File: src/rtl/regfile_read_arbiter.sv
// Round-robin arbiter sharing one register-file read mux port among NUM_REQ requesters.
// Define RFARB_FIXED_PRIO_EN to switch to fixed priority (lowest index wins).
module regfile_read_arbiter #(
    parameter int unsigned NUM_REQ = 4,
    parameter int unsigned ADDR_W  = 5,
    parameter int unsigned DATA_W  = 32
) (
    input  logic                      i_clk,
    input  logic                      i_reset,
    input  logic [NUM_REQ-1:0]        i_req_valid,
    input  logic [NUM_REQ*ADDR_W-1:0] i_req_addr,
    output logic [NUM_REQ-1:0]        o_req_ready,
    output logic [ADDR_W-1:0]         o_rf_sel,
    input  logic [DATA_W-1:0]         i_rf_data,
    output logic [NUM_REQ-1:0]        o_rsp_valid,
    output logic [DATA_W-1:0]         o_rsp_data,
    input  logic [NUM_REQ-1:0]        i_rsp_ready,
    output logic                      o_busy
);

    localparam int unsigned IdxW  = $clog2(NUM_REQ);
    localparam int unsigned CandW = IdxW + 1;

    typedef enum logic [1:0] {StIdle, StRead, StResp} state_e;

    state_e          state_q;
    logic [IdxW-1:0] gnt_q;
    logic [IdxW-1:0] win_idx;
    logic            win_found;

`ifdef RFARB_FIXED_PRIO_EN
    // Descending scan so the lowest-index valid requester is the last write.
    always_comb begin
        win_found = 1'b0;
        win_idx   = '0;
        for (int i = NUM_REQ - 1; i >= 0; i--) begin
            if (i_req_valid[i]) begin
                win_found = 1'b1;
                win_idx   = IdxW'(i);
            end
        end
    end
`else
    logic [IdxW-1:0]  last_q;
    logic [CandW-1:0] cand;

    // Search from last_q+1 wrapping at NUM_REQ; the sum never exceeds 2*NUM_REQ-1.
    always_comb begin
        win_found = 1'b0;
        win_idx   = '0;
        cand      = '0;
        for (int i = 1; i <= NUM_REQ; i++) begin
            cand = {1'b0, last_q} + CandW'(i);
            if (cand >= CandW'(NUM_REQ)) begin
                cand = cand - CandW'(NUM_REQ);
            end
            if (!win_found && i_req_valid[cand[IdxW-1:0]]) begin
                win_found = 1'b1;
                win_idx   = cand[IdxW-1:0];
            end
        end
    end
`endif

    always_comb begin
        o_req_ready = '0;
        if (state_q == StIdle && win_found) begin
            o_req_ready[win_idx] = 1'b1;
        end
    end

    always_comb begin
        o_rsp_valid = '0;
        if (state_q == StResp) begin
            o_rsp_valid[gnt_q] = 1'b1;
        end
    end

    assign o_busy = (state_q != StIdle);

    always_ff @(posedge i_clk) begin
        if (i_reset) begin
            state_q    <= StIdle;
            gnt_q      <= '0;
            o_rf_sel   <= '0;
            o_rsp_data <= '0;
`ifndef RFARB_FIXED_PRIO_EN
            last_q     <= IdxW'(NUM_REQ - 1);
`endif
        end else begin
            unique case (state_q)
                StIdle: begin
                    if (win_found) begin
                        gnt_q    <= win_idx;
                        o_rf_sel <= i_req_addr[win_idx*ADDR_W +: ADDR_W];
`ifndef RFARB_FIXED_PRIO_EN
                        last_q   <= win_idx;
`endif
                        state_q  <= StRead;
                    end
                end
                StRead: begin
                    // x0 is hard-wired to zero regardless of what the mux returns.
                    o_rsp_data <= (o_rf_sel == '0) ? '0 : i_rf_data;
                    state_q    <= StResp;
                end
                StResp: begin
                    if (i_rsp_ready[gnt_q]) begin
                        state_q <= StIdle;
                    end
                end
                default: state_q <= StIdle;
            endcase
        end
    end

endmodule

File: config.mk
export PLATFORM = sky130hd
export DESIGN_NAME = regfile_read_arbiter
export DESIGN_NICKNAME = d
export VERILOG_FILES = /design/src/rtl/regfile_read_arbiter.sv
export SDC_FILE = /design/constraint.sdc
export NUM_CORES = 1
export LEC_CHECK = 0
export ABC_AREA = 1
export CAP_MARGIN = 20
export CORE_UTILIZATION = 25
export CTS_CLUSTER_DIAMETER = 30
export DETAILED_ROUTE_END_ITERATION = 8
export GPL_ROUTABILITY_DRIVEN = 0
export HOLD_SLACK_MARGIN = 0.06
export PLACE_DENSITY = 0.63
export SYNTH_ARGS = -nofsm -noshare
export SYNTH_HDL_FRONTEND = slang
export SYNTH_SLANG_ARGS = --single-unit
File: constraint.sdc
create_clock -name i_clk -period 4.2 [get_ports i_clk]
set_input_delay 1.05 -clock i_clk [delete_from_list [all_inputs] [get_ports i_clk]]
set_output_delay 1.05 -clock i_clk [all_outputs]
set_load 0.01 [all_outputs]
[Yosys cells after proc, flatten, opt, wreduce, memory -nomap -nowiden]
Cells that the tools add are included.
Cells by class
  add/subtract/negate cells: 8
  multiply operators: 1
  order comparisons: 12
  equality and inequality tests: 4
  shift-type cells: 1
  muxes and demuxes: 32
  reductions and logical operators: 14
Operators with widths (count)
  $mux W32: 1
  $mux W2: 10
  $shiftx A20 B6 Y5: 1
  $lt A2 B3 Y1 const B: 6
  $ge A3 B3 Y1 const B: 4
  $mux W1: 11
  $bmux W1 S2: 5
  $mux W4: 2
  $sub A2 B1 Y2 const B: 4
  $add A2 B2 Y3 const B: 2
  $logic_and A1 B1 Y1: 6
  $pmux W2 S3: 1
  $logic_not A5 Y1: 1
  $mul A2 B3 Y5 const B: 1
  $demux W1 S2: 2
  $ge A2 B1 Y1 const B: 2
  $reduce_and A2 Y1: 2
  $add A2 B1 Y3 const B: 1
  $add A2 B3 Y3 const B: 1
  $logic_not A1 Y1: 3
  $eq A2 B1 Y1 const B: 1
  $eq A2 B2 Y1 const B: 1
  $logic_not A2 Y1: 1
  $ne A2 B1 Y1 const B: 1
  2 further kinds: 2
Storage, ports and cells
  register bits after elaboration: 43
  input bits: 62
  output and inout port bits: 46
  logic and storage cells: 77

[Longest topological paths before layout]
  word-level depth: 20
  mapped depth: 17
  depth with buffers taken out: 15

[Worst setup path before layout]
OpenSTA, ideal clock, no wires.
  kind: input to output
  start point: input port i_req_valid[2]
  end point: output port o_req_ready[2]
  arrival time: 2.079 ns
  required time: 3.150 ns
  path slack: 1.071 ns
  cell stages on the path: 10
  path buffers: 1
  cells stage by stage: nand2_1 -> nand2_2 -> nand2_2 -> nand2_2 -> nor2_4 -> nand2_1 -> nand2_1 -> nand2_2 -> buf_6 -> nor3_1
Between the ends
  longest elaborated chain between the ends: 17
  elaborated cells between the ends (all ways): 29
  classes of those cells: order compare (2); mux (19); reduce/logical (8)
Ends and longest elaborated chain
  start, declared: RTL line 10  | input logic [NUM_REQ-1:0] i_req_valid,
  $bmux W1 S2: RTL line 57  | if (!win_found && i_req_valid[cand[IdxW-1:0]]) begin
  $mux W1 (implied by the code): RTL line 57
  $mux W1: RTL line 57
  $logic_not A1 Y1: RTL line 57
  $logic_and A1 B1 Y1: RTL line 57
  $mux W1: RTL line 57
  $logic_not A1 Y1: RTL line 57
  $logic_and A1 B1 Y1: RTL line 57
  $mux W1: RTL line 57
  $logic_not A1 Y1: RTL line 57
  $logic_and A1 B1 Y1: RTL line 57
  $mux W2: RTL line 57
  $lt A2 B3 Y1 (implied by the code) / $ge A2 B1 Y1 (equally long branches): RTL line 68  | o_req_ready[win_idx] = 1'b1;
  $logic_and A1 B1 Y1 (implied by the code): RTL line 68
  $mux W1 (implied by the code): RTL line 68
  $demux W1 S2: RTL line 68
  $mux W4 *: RTL line 67  | if (state_q == StIdle && win_found) begin
  end, declared: RTL line 12  | output logic [NUM_REQ-1:0] o_req_ready,
Mark *: on every way between the ends. The rest lies on a longest branch, timed or not. The select of a mux whose other input is x is not followed.

[Worst setup path after layout]
  start point: input port i_req_valid[0]
  end point: output port o_req_ready[1]
The elaborated chain is that of the path after synthesis.

==> summary.md <==
| Metric | Value |
|---|---|
| Status | complete, no violations |
| Io pins | 108 |
| Most frequent cells in the layout | 106 x clkdlybuf4s50_1, 98 x nand2_1, 43 x dfxtp_1 |
| Largest net degree at the start of global routing | 65 |
| R2R setup slack | 2.04 ns |
| PortBufs | 107 |
| Mean Syn Cell Area | 6.79 um2 |
| Via Count | 2,395 |
| Htree depth | 2 |
| RSZ-0062 raised after global routing | false |
| Vias in the first global route | 2,216 |
| Yosys warnings | 0 |
| Post-place setup slack | 0.161 ns |
| Setup crit end | o_req_ready[1] |
| Clock Sinks | 43 |
| Routed Antenna Nets | 0 |
| TritonCTS Buffers | 5 |
| Routed wire length per instance | 11.7 um |
| Final setup fails | 0 |
| Antenna violations before repair | 0 |
| Max frequency | 247 MHz |
| Crit path DAT | approximately 3 ns |
| Cell area after synthesis | 2120 um2 |
| Share of cells above drive strength 1 | 0.0964 |
| Initial Utilization | 0.258 |
| Wirelength, routed | 6090 um |
| Share of total power in the clock network | 0.120 |
| R2R depth | 14 |
| Setup TNS | 0 ns |
| Async set or reset register ratio after synthesis | 0 |
| CTS tree | yes |
| Area growth, synth to finish | 60.0% |
| Global route total overflow | 0 |
| CP required | 3.15 ns |
| Placed Area | 3270 um2 |
| Combinational power share | 0.608 |
| Drt via density | between 4 and 5 |
| Most common cell after layout, fill and taps aside | clkdlybuf4s50_1 |
| Part of the power in registers | 0.272 |
| GR Util All Layers | 0.139 |
| Die Y | 94.1 um |
| Clock skew | 0.00659 ns |
| Drt first pass iters | 4 |
| Worst VDD drop | 0.000340 V |
| First-pass GRT wire length | 9960 um |
| Fin crit share | 0.963 |
| Total of max-cap violations | 0 |
| Primary FF master, synth | dfxtp_1 |
| Worst skew pair latency | roughly 0.29 ns |
| FF+latch count, synth | 43 |
| Net switching power figure | 1080 uW |
| Most Crowded Layer GR | met2 |
| Std-Cell Rows | 33 |
| Count of final hold-check violations | 0 |
| Nature of the critical path endpoint | output port |
| Cells after synthesis | 312 |
| Reg clk slew, reported paths | about 0.080 ns |
| Worst-Margin Slew | 0.954 ns |
| Switching Share | 0.440 |
| Crit path kind | in -> out |
| Fin cells | 520 |
| Hold Buf Count CTS | 0 |
| PD cells | approximately 700 nW/um2 |
| Final WS setup | 0.157 ns |
| Slew margin rel. | 0.363 |
| Crit path max fanout | 4 |
| Diode count | 0 |
| Sequential share of the synthesized area | 0.406 |
| Hpwl dp | 4290 um |
| Met3 GRT Util | 0.0558 |
| Root buffer cell | clkbuf_8 |
| Fillers | ~860 |
| Dpl cells | 511 |
| Tmin final | 4.04 ns |
| LEAKAGE | 0.00145 uW |
| Synth unique cells | 28 |
| Internal | 1370 uW |
| Area of the core | 8220 um2 |
| Remaining DRCs | 0 |
| Grt met2 use | 0.223 |
| Synth Net Count | about 370 |
| Reg-to-Reg Start | last_q[0]$_SDFFE_PP1P_ |
| Layout Nets | 476 |
| M1 GR Usage | 0.171 |
| FF-to-FF End | o_rf_sel[3]$_SDFFE_PP0P_ |
| Post-route cell area | 3390 um2 |
| Worst Setup SP | i_req_valid[0] |
| Crit start category | input port |
| Worst Hold Class | reg -> reg |
| Fin. max-slew vios | 0 |
| DIE WIDTH | 94.1 um |
| Number of enable flip-flop cells after synthesis | 0 |
| WHS | 0.527 ns |
| Clk buf depth | 2 |
| Drt initial violations | 43 |
| Die area | 8850 um2 |
==> stage by stage <==
stage,util,total power [uW]
after floorplan,-,1590
after global placement,0.398,2130
after detailed placement,0.398,2150
after CTS,0.411,2470
after global routing,0.413,2680
final,0.413,2440
==> registers in the layout, summed over array words and instances, names as in the netlist <==
register,count
last_q,2
state_q,2
o_rf_sel,5
gnt_q,2
o_rsp_data,32
==> Yosys cell counts, drive strengths merged (6+ instances only) <==
library cell	n	area (um2)
nand2	113	467
nand3	22	115
inv	19	73.8
buf	6	47.5
dfxtp	43	861
nand4	6	43.8
nor3	7	35.0
o21ai	34	174
a21oi	35	175
nor2	9	46.3
clkbuf	13	48.8
==> logic make-up (layout without fill, tap and decap cells) <==
logic type / Yosys count / count (layout) / share of synthesized area
flip-flops: 43 / 43 / 0.406
AO/OA/AOI/OAI: 73 / 73 / 0.178
buffers and inverters: 39 / 142 / 0.0821
AND/OR/NAND/NOR: 157 / 157 / 0.334
==> worst min path at each step <==
stage | endpoint | from | cells past startpoint | slack, ns
6_report | state_q[1]$_SDFFE_PP0P_ | state_q[0]$_SDFFE_PP0P_ | 2 | 0.53
5_1_grt | state_q[1]$_SDFFE_PP0P_ | state_q[0]$_SDFFE_PP0P_ | 2 | 0.56
4_1_cts | state_q[1]$_SDFFE_PP0P_ | state_q[0]$_SDFFE_PP0P_ | 2 | 0.53
3_5_place_dp | state_q[1]$_SDFFE_PP0P_ | state_q[0]$_SDFFE_PP0P_ | 2 | 0.52
3_3_place_gp | state_q[1]$_SDFFE_PP0P_ | state_q[0]$_SDFFE_PP0P_ | 2 | 0.51
2_1_floorplan | state_q[1]$_SDFFE_PP0P_ | state_q[0]$_SDFFE_PP0P_ | 2 | 0.48
==> power groups by stage <==
| stage | clock [uW] | combinational (uW) | sequential (uW) |
|---|---|---|---|
| global route | 322 | 1670 | 685 |
| CTS | 312 | 1490 | 666 |
| finish | 293 | 1480 | 665 |
| global placement | 0 | 1470 | 667 |
| detailed placement | 0 | 1480 | 670 |
| floorplan | 0 | 887 | 702 |
==> repair_timing <==
item,in CTS,in global routing
resized for setup,0,1
setup endpoints to repair,0,1
setup buffers,0,0
==> metal layers <==
metal / wire [um] / share of wire
met1: 2750 / 0.45
met2: 2570 / 0.42
met3: 701 / 0.12
met4: 70 / 0.011
met5: 0 / 0
==> layout make-up <==
type,count,area [um2],area share
Timing Repair Buffer,114,1130,0.334
Multi-Input combinational cell,230,1080,0.320
Sequential cell,43,861,0.254
Tap cell,105,131,0.0387
Clock buffer,7,96.3,0.0284
Inverter,20,77.6,0.0229
Clock inverter,1,7.51,0.00221
==> critical path, stage by stage <==
cell	delay, ns
clkdlybuf4s50_1	0.50
nand2_1	0.08
nand2_2	0.12
nand2_2	0.08
nand2_2	0.09
nor2_4	0.05
nand4_1	0.08
nand2_2	0.09
inv_1	0.09
nand2_1	0.12
nor2_1	0.10
clkdlybuf4s50_1	0.54
(Power assumes the default switching activity.)
